$ cat src/rtl/jimbo_pkg.sv
// Shared types and pin-map constants for the jimbo bus interface unit.
package jimbo_pkg;

  typedef enum logic [2:0] {
    IDLE,
    SETUP,
    ACCESS,
    HOLD,
    HALTED
  } bus_state_e;

  localparam int unsigned ADDR_W      = 11;
  localparam int unsigned DATA_W      = 4;
  localparam int unsigned ADDR_SPLIT  = 4;   // addr[3:0] rides on uio_out[7:4]
  localparam int unsigned UO_RW_BIT   = 7;
  localparam int unsigned UO_ADDR_MSB = 6;

  localparam logic [ADDR_W-1:0] HALT_ADDR_DEFAULT = 11'h7FF;

endpackage

$ cat src/rtl/jimbo_pin_mux.sv
// Packs registered bus state into the TinyTapeout pin vectors.
module jimbo_pin_mux
  import jimbo_pkg::*;
(
  input  logic              rw,
  input  logic [ADDR_W-1:0] addr,
  input  logic [DATA_W-1:0] wdata,
  input  logic              oe,
  output logic [7:0]        uo_out,
  output logic [7:0]        uio_out,
  output logic [7:0]        uio_oe
);

  always_comb begin
    uo_out                   = '0;
    uo_out[UO_RW_BIT]        = rw;
    uo_out[UO_ADDR_MSB:0]    = addr[ADDR_W-1:ADDR_SPLIT];
    uio_out                  = {addr[ADDR_SPLIT-1:0], wdata};
    uio_oe                   = {4'hF, {DATA_W{oe}}};
  end

endmodule

$ cat src/rtl/jimbo_bus_if.sv
// jimbo core <-> TinyTapeout multiplexed bus sequencer (SETUP/ACCESS/HOLD).
// Optional JIMBO_BUS_RDY_EN: ACCESS also waits for mem_rdy after the wait count.
module jimbo_bus_if
  import jimbo_pkg::*;
#(
  parameter int unsigned       WAIT_CYCLES = 0,
  parameter logic [ADDR_W-1:0] HALT_ADDR   = HALT_ADDR_DEFAULT
) (
  input  logic              clk,
  input  logic              rst_n,
  input  logic              req_valid,
  output logic              req_ready,
  input  logic              req_we,
  input  logic [ADDR_W-1:0] req_addr,
  input  logic [DATA_W-1:0] req_wdata,
  input  logic              halt,
  input  logic              mem_rdy,
  output logic              rsp_valid,
  output logic [DATA_W-1:0] rsp_rdata,
  input  logic [7:0]        uio_in,
  output logic [7:0]        uo_out,
  output logic [7:0]        uio_out,
  output logic [7:0]        uio_oe
);

  bus_state_e        state;
  logic              we_q;
  logic [ADDR_W-1:0] addr_q;
  logic [DATA_W-1:0] data_q;
  logic              rw_q;
  logic              oe_q;
  logic [3:0]        cnt_q;
  logic              access_done;
  logic [3:0]        unused_uio_hi;

  assign unused_uio_hi = uio_in[7:4];

`ifdef JIMBO_BUS_RDY_EN
  assign access_done = (cnt_q == '0) && mem_rdy;
`else
  logic unused_mem_rdy;
  assign unused_mem_rdy = mem_rdy;
  assign access_done    = (cnt_q == '0);
`endif

  always_ff @(posedge clk) begin
    if (!rst_n) begin
      state     <= IDLE;
      we_q      <= 1'b0;
      addr_q    <= '0;
      data_q    <= '0;
      rw_q      <= 1'b0;
      oe_q      <= 1'b0;
      cnt_q     <= '0;
      req_ready <= 1'b0;
      rsp_valid <= 1'b0;
      rsp_rdata <= '0;
    end else begin
      rsp_valid <= 1'b0;
      case (state)
        IDLE: begin
          if (halt) begin
            state     <= HALTED;
            addr_q    <= HALT_ADDR;
            rw_q      <= 1'b0;
            oe_q      <= 1'b0;
            req_ready <= 1'b0;
          end else if (req_valid && req_ready) begin
            state     <= SETUP;
            we_q      <= req_we;
            addr_q    <= req_addr;
            if (req_we) data_q <= req_wdata;
            oe_q      <= req_we;
            rw_q      <= 1'b0;
            req_ready <= 1'b0;
          end else begin
            req_ready <= 1'b1;
          end
        end
        SETUP: begin
          state <= ACCESS;
          rw_q  <= we_q;
          cnt_q <= 4'(WAIT_CYCLES);
        end
        ACCESS: begin
          if (access_done) begin
            state     <= HOLD;
            rw_q      <= 1'b0;
            rsp_valid <= 1'b1;
            if (!we_q) rsp_rdata <= uio_in[DATA_W-1:0];
          end else if (cnt_q != '0) begin
            cnt_q <= cnt_q - 4'd1;
          end
        end
        HOLD: begin
          // ready is withheld if halt is already up so the IDLE cycle only parks the bus
          state     <= IDLE;
          oe_q      <= 1'b0;
          req_ready <= ~halt;
        end
        HALTED: state <= HALTED;
        default: state <= IDLE;
      endcase
    end
  end

  jimbo_pin_mux u_pin_mux (
    .rw      (rw_q),
    .addr    (addr_q),
    .wdata   (data_q),
    .oe      (oe_q),
    .uo_out  (uo_out),
    .uio_out (uio_out),
    .uio_oe  (uio_oe)
  );

endmodule

$ cat config.mk
export PLATFORM = sky130hd
export DESIGN_NAME = jimbo_bus_if
export DESIGN_NICKNAME = d
export VERILOG_FILES = /design/src/rtl/jimbo_pkg.sv /design/src/rtl/jimbo_pin_mux.sv /design/src/rtl/jimbo_bus_if.sv
export SDC_FILE = /design/constraint.sdc
export NUM_CORES = 1
export LEC_CHECK = 0
export ABC_CLOCK_PERIOD_IN_PS = 3000
export CORE_UTILIZATION = 46
export DETAILED_ROUTE_END_ITERATION = 8
export GPL_TIMING_DRIVEN = 0
export HOLD_SLACK_MARGIN = 0.03
export PLACE_DENSITY = 0.84
export SYNTH_ARGS = -nofsm -noshare
export SYNTH_HDL_FRONTEND = slang
export SYNTH_SLANG_ARGS = --single-unit
$ cat constraint.sdc
create_clock -name clk -period 3 [get_ports clk]
set_input_delay 0.45 -clock clk [delete_from_list [all_inputs] [get_ports clk]]
set_output_delay 0.45 -clock clk [all_outputs]
set_load 0.02 [all_outputs]
# Yosys cells after proc, flatten, opt, wreduce, memory -nomap -nowiden
# Cells that the tools add are included.
dict set report word_totals {
  inputBits 29
  out_inout_bits 30
  wordCells 58
  regBits 31
}
dict set report classes {
  n_mux 20
  eq_ne 8
  n_addsub 1
  n_reduce_logical 17
  bitwise_logic 2
}
# operator n
set op_table {}
lappend op_table {{$mux 11} 2}
lappend op_table {{$pmux 3 s4} 1}
lappend op_table {{$reduce_and 3->1} 4}
lappend op_table {{$mux 3} 3}
lappend op_table {{$mux 1} 8}
lappend op_table {{$mux 4} 2}
lappend op_table {{$pmux 4 s2} 1}
lappend op_table {{$reduce_and 2->1} 4}
lappend op_table {{$eq 3x2->1 const B} 2}
lappend op_table {{$ne 2x2->1 const B} 3}
lappend op_table {{$reduce_bool 2->1} 3}
lappend op_table {{$logic_not 4->1} 1}
lappend op_table {{$pmux 1 s2} 2}
lappend op_table {{$reduce_and 4->1} 1}
lappend op_table {{$reduce_bool 4->1} 1}
lappend op_table {{$sub 4x1->4 const B} 1}
lappend op_table {{$eq 3x1->1 const B} 1}
lappend op_table {{$eq 3x3->1 const B} 1}
lappend op_table {{$logic_not 3->1} 1}
lappend op_table {{$ne 3x3->1 const B} 1}
lappend op_table {{$pmux 1 s3} 1}
lappend op_table {{$reduce_bool 3->1} 1}
lappend op_table {{$not 1->1} 2}
lappend op_table {{$logic_and 1x1->1} 1}

# Logic depth before layout (Yosys ltp)
dict set report logic_depth {
  ltp_word 4
  ltp_mapped 5
  mapped_depth_nobuf 5
}

# Cells and area by module
# A second synthesis with hierarchy kept.
dict set report unflattened {
  cells_unflattened 169
  hier_area_um2 1604.0
}
# mod area_per_inst_um2 seq_area_each_um2 cells_each n_inst
set by_module_without_submodules {}
lappend by_module_without_submodules {jimbo_bus_if 1420.1 620.6 144 1}
lappend by_module_without_submodules {jimbo_pin_mux 183.9 0.0 25 1}

# Worst setup path before layout
# Ideal clock, no wire load.
dict set report synth_path {
  path_kind {flip-flop to flip-flop}
  start {register cnt_q[0]}
  end {register rsp_rdata[0]}
  t_required_ns 2.928
  path_stages_with_launch 6
  setup_ns 0.072
  path_slack_ns 1.434
  n_path_buf 0
  arrival_ns 1.494
  period_less_slack_ns 1.566
  cell_sequence {dfxtp_1 -> inv_1 -> ha_1 -> or3b_4 -> nor4_4 -> mux2i_1}
}
dict set report synth_via {
  elab_chain_cells 2
}
# element line
set synth_rtl {}
lappend synth_rtl {{from (decl)} jimbo_bus_if.sv:32} ;# logic [3:0] cnt_q;
lappend synth_rtl {{from (signal assigned)} jimbo_bus_if.sv:83} ;# cnt_q <= 4'(WAIT_CYCLES);
lappend synth_rtl {{from (signal assigned)} jimbo_bus_if.sv:92} ;# cnt_q <= cnt_q - 4'd1;
lappend synth_rtl {{$logic_not 4->1} jimbo_bus_if.sv:43} ;# assign access_done = (cnt_q == '0);
lappend synth_rtl {{$reduce_and 3->1 (no line)} --}
lappend synth_rtl {{to (signal assigned)} jimbo_bus_if.sv:90} ;# if (!we_q) rsp_rdata <= uio_in[DATA_W-1:0];
lappend synth_rtl {{to (decl)} jimbo_bus_if.sv:19} ;# output logic [DATA_W-1:0] rsp_rdata,
# Every way passes these cells.
# A chain may end at the register's enable or synchronous reset.

# Worst setup path after layout
dict set report layout_path {
  start {register req_ready}
  end {output req_ready}
}
# element line
set layout_rtl {}
lappend layout_rtl {{from (decl)} jimbo_bus_if.sv:12} ;# output logic req_ready,
lappend layout_rtl {{from (signal assigned)} jimbo_bus_if.sv:99} ;# req_ready <= ~halt;
# No word-level cell between the ends.

==> results.yml <==
status:
  outcome: "finished clean"
clocking:
  cts.reportedPaths.clkPinSlew_ps: 100
  cts_buffer_depth: 2
  cts_tree: "yes"
  ctsResizeCount: 0
  clock_latency_ps: 340
  clock-sinks: 31
  cts_root_buf: "clkbuf_4"
  cts_setup_buffers: 0
  h-tree-depth: 2
  hold_buffers: 0
  cts_made_buffers: 5
drt:
  wl_um: 3730
  dr.pass1.iters: 5
  drt-initial-drc-count: 77
  drc_errors: 0
  drt.antenna.violating_nets: 0
  vias_per_cell: 5.54
  wire_per_inst_um: 14.6
  num_vias: 1418
global_route:
  grt_max_degree: 11
  gr-usage-all-layers_pct: 22.4
  grt_antenna_before_repair: 0
  grt_pass1_wl_um: 5750
  grt_pass1_vias: 1332
  overflow: 0
critical_path:
  critPathRequiredTime_ps: 2550
  cp.arrival_ps: 1490
  cp_num_buf_inv: 1
  critPathTopFamily: "buffers and inverters"
  path_cells: "clkdlybuf4s50_1"
  critPathKind: "flip-flop to primary output"
  crit_path_end_kind: "primary output"
  cp_max_fo: 8
  cpPeakStageDelay_ps: 660
  cpMaxStageDelayCell: "clkdlybuf4s50_1"
  start_kind: "flip-flop"
hold_path:
  hold_class: "flip-flop to flip-flop"
power:
  cellPowerDensity_mw_per_mm2: 465
  ir_drop_mv: 0.323
  p_leak_nw: 0.784
floorplanning:
  start_util_pct: 48.9
  chipWidth_um: 58.9
  die_height_um: 58.9
  dieArea_sq_mm: 0.00347
  io_pins: 59
  core_area_sq_mm: 0.00305
  rows: 20
timing:
  slew_headroom_pct: 60.4
  skew_ps: 11.5
  setup_viol: 0
  rsz0062_at_grt: "no"
  worst_slew_pin_slew_ps: 593
  fin_ws_ps: 1060
  min_period_over_period_pct: 64.5
  slew_violations: 0
  finalCriticalPeriod_ps: 1940
  tns_ps: 0
  fmax_mhz: 517
  finalHoldViolations: 0
synth:
  ys_seq_area_share_pct: 41.6
  synth-edff-count: 0
  ys_types: 45
  synth_area_leaders: "dfxtp_1 42%, o221a_2 7.6%, buf_4 5.5%"
  netlist_instances: 154
  syn_avg_cell_area_sq_um: 9.68
  synth_async_sr_flop_share_pct: 0
  yosysTopAreaCell: "dfxtp_1"
  synth_area_sq_mm: 0.00149
  ys.flop_type: "dfxtp_1"
  ys.warnings.count: 0
  synth.top_cell.area_share_pct: 41.6
  ys_seq_elements: 31
place:
  dp_cells: 249
  post-place-ws_ps: 981
  numPortBuffers: 48
  gp_congestion: 0.844
  dpl.hpwl_um: 2840
cells_and_area:
  syn_to_final_growth_pct: 40.4
  num_antenna_cells: 0
  layout-drive-gt1-share_pct: 19.3
  layout.nets: 243
  final_cells: 256
job:
  maxCapViolCount: 0
==> flip-flops by register name, summed over array words and instances, names as in the netlist, 3 cells and up <==
signal     count
addr_q        11
state          3
cnt_q          4
rsp_rdata      4
data_q         4
==> power breakdown <==
group          leakage (nW)  switching [mW]  internal, mW  total [mW]
Sequential            0.254          0.0211         0.442       0.463
Clock                0.0341           0.143         0.108       0.251
Combinational         0.496           0.127         0.132       0.259
Total                 0.784           0.291         0.682       0.974
==> final cells by class <==
class	instances	area, sq um
Clock buffer	6	51.3
Clock inverter	1	5.00
Buffer	20	134
Sequential cell	31	621
Timing Repair Buffer	48	480
Inverter	4	15.0
Tap cell	44	55.1
Fill cell	257	958
Multi-Input combinational cell	102	733
==> routing by layer <==
| layer | part of all wire, % | track usage [%] | wire [um] |
|---|---|---|---|
| met2 | 52 | 40.6 | 1950 |
| met4 | 1.6 | 10.2 | 61 |
| met3 | 7.7 | 6.59 | 287 |
| met5 | 0 | 0 | 0 |
| met1 | 38 | 23.8 | 1430 |
==> metrics by stage <==
| stage | utilization (%) | cell area (sq um) | total power, mW | hold slack (ps) |
|---|---|---|---|---|
| detailed placement | 66.8 | 2040 | 0.731 | 453 |
| floorplan | - | 1500 | 0.619 | 466 |
| CTS | 68.6 | 2090 | 0.975 | 465 |
| global placement | 66.8 | 2040 | 0.720 | 445 |
| finish | 68.6 | 2090 | 0.974 | 463 |
| global route | 68.6 | 2090 | 1.01 | 488 |
==> synthesized netlist by cell type (3+ instances only) <==
library cell   n
nand2b_1       4
clkbuf_1       4
o221a_2       10
nand3_1        3
nand2_1       20
buf_4         11
a21oi_1        9
dfxtp_1       31
inv_1          4
nor2_1         3
mux2i_1        8
==> worst paths after layout <==
check	startpoint	endpoint	slack, ps	cells after the start
worst max register to register	cnt_q[0]	rsp_rdata[2]	1230	5
worst min-delay path	rsp_rdata[0]	rsp_rdata[0]	460	2
worst min register to register	rsp_rdata[0]	rsp_rdata[0]	460	2
worst max-delay path	req_ready	req_ready	1060	1
==> cells in the final DEF, fill, tap and decap left out, drive strengths merged, types with 3 or more instances in the layout <==
cell type / count
buf: 16
a21oi: 9
nand2b: 4
o221a: 11
clkdlybuf4s50: 48
inv: 4
mux2i: 8
clkbuf: 10
nand3: 4
dfxtp: 31
nor4: 3
conb: 4
nand2: 20
nor2: 4
==> cells by family after synthesis <==
kind of cell	synth area share, %
AOI/OAI and AO/OA	19.2
adders and majority gates	1.68
buffers and inverters	9.98
DFF	41.6
muxes	5.37
other	0.251
and+or+nand+nor	21.9
Power figures use the tool's default switching activity.
